--- config.mk ---
export PLATFORM = sky130hd
export DESIGN_NAME = stim_lcg_sequencer
export DESIGN_NICKNAME = d
export VERILOG_FILES = /design/src/rtl/stim_lcg_sequencer.sv
export SDC_FILE = /design/constraint.sdc
export NUM_CORES = 2
export LEC_CHECK = 0
export ABC_AREA = 0
export BUFFER_PORTS_ARGS = -buffer_cell sky130_fd_sc_hd__buf_2
export CAP_MARGIN = 40
export CORE_MARGIN = 5
export CORE_UTILIZATION = 64
export CTS_BUF_LIST = sky130_fd_sc_hd__clkbuf_4 sky130_fd_sc_hd__clkbuf_8 sky130_fd_sc_hd__clkbuf_16
export CTS_CLUSTER_DIAMETER = 80
export DETAILED_ROUTE_END_ITERATION = 7
export GPL_TIMING_DRIVEN = 0
export PLACE_DENSITY = 0.91
export SLEW_MARGIN = 20
export SYNTH_ARGS = -nofsm -noshare
export SYNTH_HDL_FRONTEND = slang
export SYNTH_SLANG_ARGS = --single-unit
--- constraint.sdc ---
create_clock -name clk -period 11.6 [get_ports clk]
set_clock_uncertainty 0.1 [all_clocks]
set_input_delay 1.16 -clock clk [delete_from_list [all_inputs] [get_ports clk]]
set_output_delay 1.16 -clock clk [all_outputs]
set_load 0.01 [all_outputs]
--- src/rtl/stim_lcg_sequencer.sv ---
// Stimulus sequencer: resets a DUT, then presents num_cycles+1 LCG-filled vectors
// over a valid/ready handshake, one 32-bit LCG word per clock while generating.
module stim_lcg_sequencer #(
    parameter int IN_W         = 261,
    parameter int RESET_CYCLES = 2
) (
    input  logic            clk,
    input  logic            rst_n,
    input  logic            start,
    input  logic [31:0]     seed,
    input  logic [31:0]     num_cycles,
    input  logic            abort,
    input  logic            stim_ready,
    output logic            dut_rst_n,
    output logic [IN_W-1:0] in_flat,
    output logic            stim_valid,
    output logic [31:0]     vec_idx,
    output logic            busy,
    output logic            done
);

    localparam int WORDS    = (IN_W + 31) / 32;
    localparam int SHADOW_W = WORDS * 32;
    localparam int WCNT_W   = (WORDS > 1) ? $clog2(WORDS) : 1;
    localparam int RCNT_W   = (RESET_CYCLES > 1) ? $clog2(RESET_CYCLES) : 1;

    localparam logic [WCNT_W-1:0] LAST_WORD = WCNT_W'(WORDS - 1);
    localparam logic [RCNT_W-1:0] LAST_RST  = RCNT_W'(RESET_CYCLES - 1);
    localparam logic [31:0]       LCG_MUL   = 32'h41C64E6D;
    localparam logic [31:0]       LCG_INC   = 32'h0000_3039;

    typedef enum logic [2:0] {
        IDLE,
        RST,
        GEN,
        APPLY,
        DONE
    } state_e;

    state_e                state_q,      state_d;
    logic [31:0]           lcg_q,        lcg_d;
    logic [SHADOW_W-1:0]   shadow_q,     shadow_d;
    logic [IN_W-1:0]       in_flat_q,    in_flat_d;
    logic [31:0]           vec_idx_q,    vec_idx_d;
    logic [31:0]           num_cycles_q, num_cycles_d;
    logic [RCNT_W-1:0]     rst_cnt_q,    rst_cnt_d;
    logic [WCNT_W-1:0]     word_cnt_q,   word_cnt_d;

    logic [31:0]           lcg_next;

    assign lcg_next = lcg_q * LCG_MUL + LCG_INC;

    // NOTE: every target gets its hold value first, so no path through this
    // block can leave a variable unassigned and infer a latch.
    always_comb begin
        state_d      = state_q;
        lcg_d        = lcg_q;
        shadow_d     = shadow_q;
        in_flat_d    = in_flat_q;
        vec_idx_d    = vec_idx_q;
        num_cycles_d = num_cycles_q;
        rst_cnt_d    = rst_cnt_q;
        word_cnt_d   = word_cnt_q;

        if (abort && (state_q != IDLE)) begin
            // Abort wins over start and stim_ready; in_flat and vec_idx keep their values.
            state_d = IDLE;
        end else begin
            case (state_q)
                IDLE, DONE: begin
                    if (start) begin
                        lcg_d        = seed;
                        num_cycles_d = num_cycles;
                        vec_idx_d    = '0;
                        rst_cnt_d    = '0;
                        state_d      = RST;
                    end
                end

                RST: begin
                    if (rst_cnt_q == LAST_RST) begin
                        word_cnt_d = '0;
                        state_d    = GEN;
                    end else begin
                        rst_cnt_d = rst_cnt_q + RCNT_W'(1);
                    end
                end

                GEN: begin
                    lcg_d = lcg_next;
                    for (int w = 0; w < WORDS; w++) begin
                        if (word_cnt_q == WCNT_W'(w)) begin
                            shadow_d[w*32 +: 32] = lcg_next;
                        end
                    end
                    if (word_cnt_q == LAST_WORD) begin
                        // The last word lands this same edge, so publish from shadow_d.
                        in_flat_d = shadow_d[IN_W-1:0];
                        state_d   = APPLY;
                    end else begin
                        word_cnt_d = word_cnt_q + WCNT_W'(1);
                    end
                end

                APPLY: begin
                    if (stim_ready) begin
                        if (vec_idx_q == num_cycles_q) begin
                            state_d = DONE;
                        end else begin
                            vec_idx_d  = vec_idx_q + 32'd1;
                            word_cnt_d = '0;
                            state_d    = GEN;
                        end
                    end
                end

                default: state_d = IDLE;
            endcase
        end
    end

    // NOTE: sequential state uses non-blocking assignments so every register
    // samples the pre-edge value of every other register.
    always_ff @(posedge clk or negedge rst_n) begin
        if (!rst_n) begin
            state_q      <= IDLE;
            lcg_q        <= '0;
            // NOTE: the shadow register is reset as well so that the unused tail of
            // the last word and any early read of in_flat can never carry X.
            shadow_q     <= '0;
            in_flat_q    <= '0;
            vec_idx_q    <= '0;
            num_cycles_q <= '0;
            rst_cnt_q    <= '0;
            word_cnt_q   <= '0;
        end else begin
            state_q      <= state_d;
            lcg_q        <= lcg_d;
            shadow_q     <= shadow_d;
            in_flat_q    <= in_flat_d;
            vec_idx_q    <= vec_idx_d;
            num_cycles_q <= num_cycles_d;
            rst_cnt_q    <= rst_cnt_d;
            word_cnt_q   <= word_cnt_d;
        end
    end

    // Status outputs decode the state directly, so an async reset clears them at once.
    always_comb begin
        dut_rst_n  = 1'b0;
        stim_valid = 1'b0;
        busy       = 1'b0;
        done       = 1'b0;
        case (state_q)
            RST: begin
                busy = 1'b1;
            end
            GEN: begin
                dut_rst_n = 1'b1;
                busy      = 1'b1;
            end
            APPLY: begin
                dut_rst_n  = 1'b1;
                stim_valid = 1'b1;
                busy       = 1'b1;
            end
            DONE: begin
                dut_rst_n = 1'b1;
                done      = 1'b1;
            end
            default: ;
        endcase
    end

    assign in_flat = in_flat_q;
    assign vec_idx = vec_idx_q;

endmodule
Word-level counts from Yosys, hierarchy flattened
Cells that the tools add are included.
{ "word_totals": {"input_bits": 69, "word_cells": 89, "ff_bits": 626} }
{ "classes": {"n_mul": 1, "addsub": 4, "reduce_logical": 19, "n_eq_ne": 22, "muxes": 34, "bitwise_logic": 1} }
{ "ops": {"columns": ["operator", "n"], "rows": [
  ["$mux W32", 12],
  ["$pmux W32 S2", 2],
  ["$add A32 B1 Y32 const B", 1],
  ["$add A32 B14 Y32 const B", 1],
  ["$eq A32 B32 Y1", 1],
  ["$mul A32 B31 Y32 const B", 1],
  ["$mux W3", 6],
  ["$eq A4 B3 Y1 const B", 4],
  ["$mux W4", 4],
  ["$ne A3 B3 Y1 const B", 4],
  ["$pmux W3 S4", 1],
  ["$pmux W4 S3", 1],
  ["$reduce_and A3 Y1", 4],
  ["$ne A2 B2 Y1 const B", 5],
  ["$eq A4 B2 Y1 const B", 2],
  ["$eq A3 B2 Y1 const B", 2],
  ["$mux W1", 6],
  ["$reduce_and A6 Y1", 1],
  ["$reduce_bool A2 Y1", 3],
  ["$reduce_bool A3 Y1", 2],
  ["$reduce_or A3 Y1", 2],
  ["$mux W5", 1],
  ["$reduce_and A5 Y1", 1],
  ["$add A4 B1 Y4 const B", 1],
  ["13 further kinds", 13]
]} }

Longest topological paths before layout
{ "depth": {"ltp_word": 5, "depth_mapped": 30, "depth_no_buf": 25} }

Least setup slack after synthesis
Ideal clock, no wire load.
{ "synth_path": {"path_type": "register to register", "startpoint": "register lcg_q[0]", "endpoint": "register lcg_q[22]", "setup_ps": 133, "arrival_ps": 6708, "path_stages_with_launch": 29, "slack_ps": 4659, "n_path_buf": 5, "cell_sequence": "dfrtp_1 clkbuf_1 clkbuf_1 inv_1 ha_1 clkbuf_1 clkbuf_1 inv_1 ha_1 inv_1 fa_1 fa_1 inv_1 ha_1 inv_1 fa_1 inv_1 fa_1 fa_1 ha_1 buf_2 a21oi_1 o21ai_0 o311ai_2 nand4b_1 a31oi_2 xor2_1 o21a_1 a21oi_1"} }
{ "synth_between": {"elab_chain_cells": 3} }
{ "synth_lines": {"columns": ["element", "line", "rtl"], "rows": [
  ["start, declared", "41", "logic [31:0] lcg_q, lcg_d;"],
  ["start signal, assigned", "138", "lcg_q <= lcg_d;"],
  ["$mul A32 B31 Y32", "51", "assign lcg_next = lcg_q * LCG_MUL + LCG_INC;"],
  ["$add A32 B14 Y32", "51", null],
  ["$pmux W32 S2", "69", "case (state_q)"]
]} }
No other way between the ends.
A chain may end at the register's enable or synchronous reset.

Worst setup path after layout
{ "layout_path": {"startpoint": "register lcg_q[0]", "endpoint": "register lcg_q[18]"} }
The elaborated chain is that of the path after synthesis.

==> results.tsv <==
metric	value	unit
Die ar.	0.05830	mm²
post-route ant nets	0	
IO buf count	364	
Final Hold Fails	0	
DRT Pass-1 Iters	8	
failing checks	design-rule violations	
global route total overflow	0	
Post-Synth Adder-Cell Area	18.68	%
fin util	75.73	%
Synth area leader	dfrtp_1	
Worst setup SP type	register	
Ports	366	
cell count after synthesis	3553	
cell row count	84	
Die Wd	241.5	µm
via count	31310	
top cells by count, synth	733 x nand2_1, 621 x dfrtp_1, 452 x o21ai_0, 407 x inv_1, 211 x ha_1	
Post-CTS Resized	0	
status	finished with violations	
xor/xnor cell area share of the yosys netlist	3.204	%
CTS tree	built	
gr usage total	42.89	%
# DRC	41	
Post-CTS Hold Fix Bufs	0	
drt total wl	126100	µm
RSZ-0062 raised after global routing	no	
Period minus WS final	11.18	ns
first-pass GRT wire length	188000	µm
number of synthesized flops with an enable pin	0	
most frequent cell after synthesis	nand2_1	
Top cell by count, worst path	inv_1	
Compound-Gate Fraction of Synth Area	10.98	%
total nets after synthesis	4021	
Crit-path slowest cell	clkbuf_1	
Main synth FF type	dfrtp_1	
postcts setup bufs	0	
Synth Register Bits	621	
period utilization	96.40	%
Mapped Avg Cell Area	9.650	µm²
critical path peak fanout	10	
number of nets in the final layout	4501	
Worst EP required	12.02	ns
filler cell count in the final layout	3022	
Synth Area in Simple Gates	12.38	%
Critical Path Sink Type	register	
vias in the first global route	31920	
Post-synth ARST share	100.0	%
Synth area leaders	dfrtp_1 45%, fa_1 11%, nand2_1 8.0%, ha_1 7.7%, o21ai_0 6.6%	
Crit Path Class	register to register	
DPL Wire Length	87160	µm
# clock sinks	621	
max-slew violations	0	
synthesis-to-layout area growth	16.77	%
CTS Buffer Depth	3	
CP max stage delay	0.83	ns
clk slew on worst S/H paths	0.06	ns
CTS buffer count	66	
Syn Std Cell Area	0.03429	mm²
die height	241.5	µm
worst slew pin tran	1.033	ns
Slew Limit Headroom	31.16	%
endpoints failing setup	0	
area of the core	0.05287	mm²
DP Cell Count	4642	
Syn. warnings	0	
max frequency	0.08943	GHz
fin cells	4788	
sequential fraction of the synthesis area	45.32	%
layout cells sized above 1	16.04	%
post-synthesis mux area share	2.868	%
initial antenna violation count	15	
Initial DRC Count	5129	
GPL Wtd Cong	1.026	
max capacitance violation total	0	
hold crit path type	register to register	
largest net degree at the start of global routing	102	
mean number of vias per cell	6.539	
WL per Instance	26.34	µm
critical path arrival	11.60	ns
count of cell types in the netlist	77	
clock latency at the later pin of the worst-skew pair	0.64	ns
main combinational cell family by area after synthesis	adder cells	
CTS root buf	clkbuf_16	
Yosys top cell area share	45.32	%
Initial Util	64.86	%
CTS H-tree depth	3	
## layout by cell type (no fill, tap or decap), types with 34 or more instances in the layout
cell / count
xnor2_1: 41
buf_2: 382
inv_1: 407
fa_1: 188
o21ai_0: 452
nand2_1: 733
xor2_1: 64
dfrtp_1: 621
nand3_1: 34
clkbuf_16: 66
clkbuf_1: 161
ha_1: 211
a21oi_1: 152
nor2_1: 187
mux2_2: 56
## final timing paths
check / cells past startpoint / slack [ns] / from / endpoint
max: 31 / 0.42 / lcg_q[0]$_DFFE_PN0P_ / lcg_q[18]$_DFFE_PN0P_
min: 2 / 0.37 / in_flat[8]$_DFFE_PN0P_ / in_flat[8]$_DFFE_PN0P_
max reg2reg: 31 / 0.42 / lcg_q[0]$_DFFE_PN0P_ / lcg_q[18]$_DFFE_PN0P_
min reg2reg: 2 / 0.37 / in_flat[8]$_DFFE_PN0P_ / in_flat[8]$_DFFE_PN0P_
max in group asynchronous: 4 / 9.18 / rst_n / lcg_q[15]$_DFFE_PN0P_
min in group asynchronous: 1 / 0.38 / rst_n / shadow_q[116]$_DFFE_PN0P_
## state kept, by name, indices dropped and copies added (netlist names)
signal	flops
num_cycles_q	32
state_q	3
word_cnt_q	4
lcg_q	32
shadow_q	256
in_flat	261
rst_cnt_q	1
vec_idx	32
## through the flow
| stage | cell area, µm² | worst slack (ns) | TNS [ns] | hold slack (ns) |
|---|---|---|---|---|
| after floorplan | 34290 | 4.659 | 0 | 0.3331 |
| after global placement | 36970 | -3.103 | -1883.05 | 0.3438 |
| after detailed placement | 37590 | 1.210 | 0 | 0.3512 |
| after CTS | 39870 | 1.117 | 0 | 0.3754 |
| after global routing | 40000 | 0.8699 | 0 | 0.3953 |
| final | 40040 | 0.4176 | 0 | 0.3726 |
## cells by family (layout without fill, tap and decap cells)
group	after synthesis	count (layout)
AO/OA/AOI/OAI	687	687
XOR/XNOR	122	122
adder cells (fa/ha/maj)	399	399
buffers and inverters	591	1121
flip-flops	621	621
multiplexers	91	91
other	0	17
AND/OR/NAND/NOR	1042	1042
## per-layer routing
| metal | part of all wire, % | track usage, % |
|---|---|---|
| met3 | 15 | 17.41 |
| met2 | 43 | 63.68 |
| met4 | 12 | 35.84 |
| met1 | 31 | 48.50 |
| met5 | 0.14 | 0.9009 |
## critical path: cells and delay by family (launching register included)
| kind | cells | cell delay (ns) |
|---|---|---|
| buf+inv | 15 | 4.49 |
| simple gates | 3 | 1.07 |
| fa+ha+maj | 9 | 3.37 |
| compound gates | 4 | 1.25 |
| flops | 1 | 0.75 |
## final cells by class
cell class / instances / area (µm²) / share of cell area [%]
diodes: 17 / 42.54 / 0.1063
inverters: 408 / 1531 / 3.825
well taps: 688 / 860.8 / 2.150
clock inverters: 27 / 349.1 / 0.8719
plain buffers: 183 / 721.9 / 1.803
repair buffers: 412 / 2449 / 6.116
multi-input cells: 2341 / 16610 / 41.48
flip-flops and latches: 621 / 15540 / 38.81
clock buffers: 91 / 1933 / 4.828
Power is left out: the tool's default activity adds up to more than one toggle a clock period on the data nets, which glitch-free logic cannot reach.
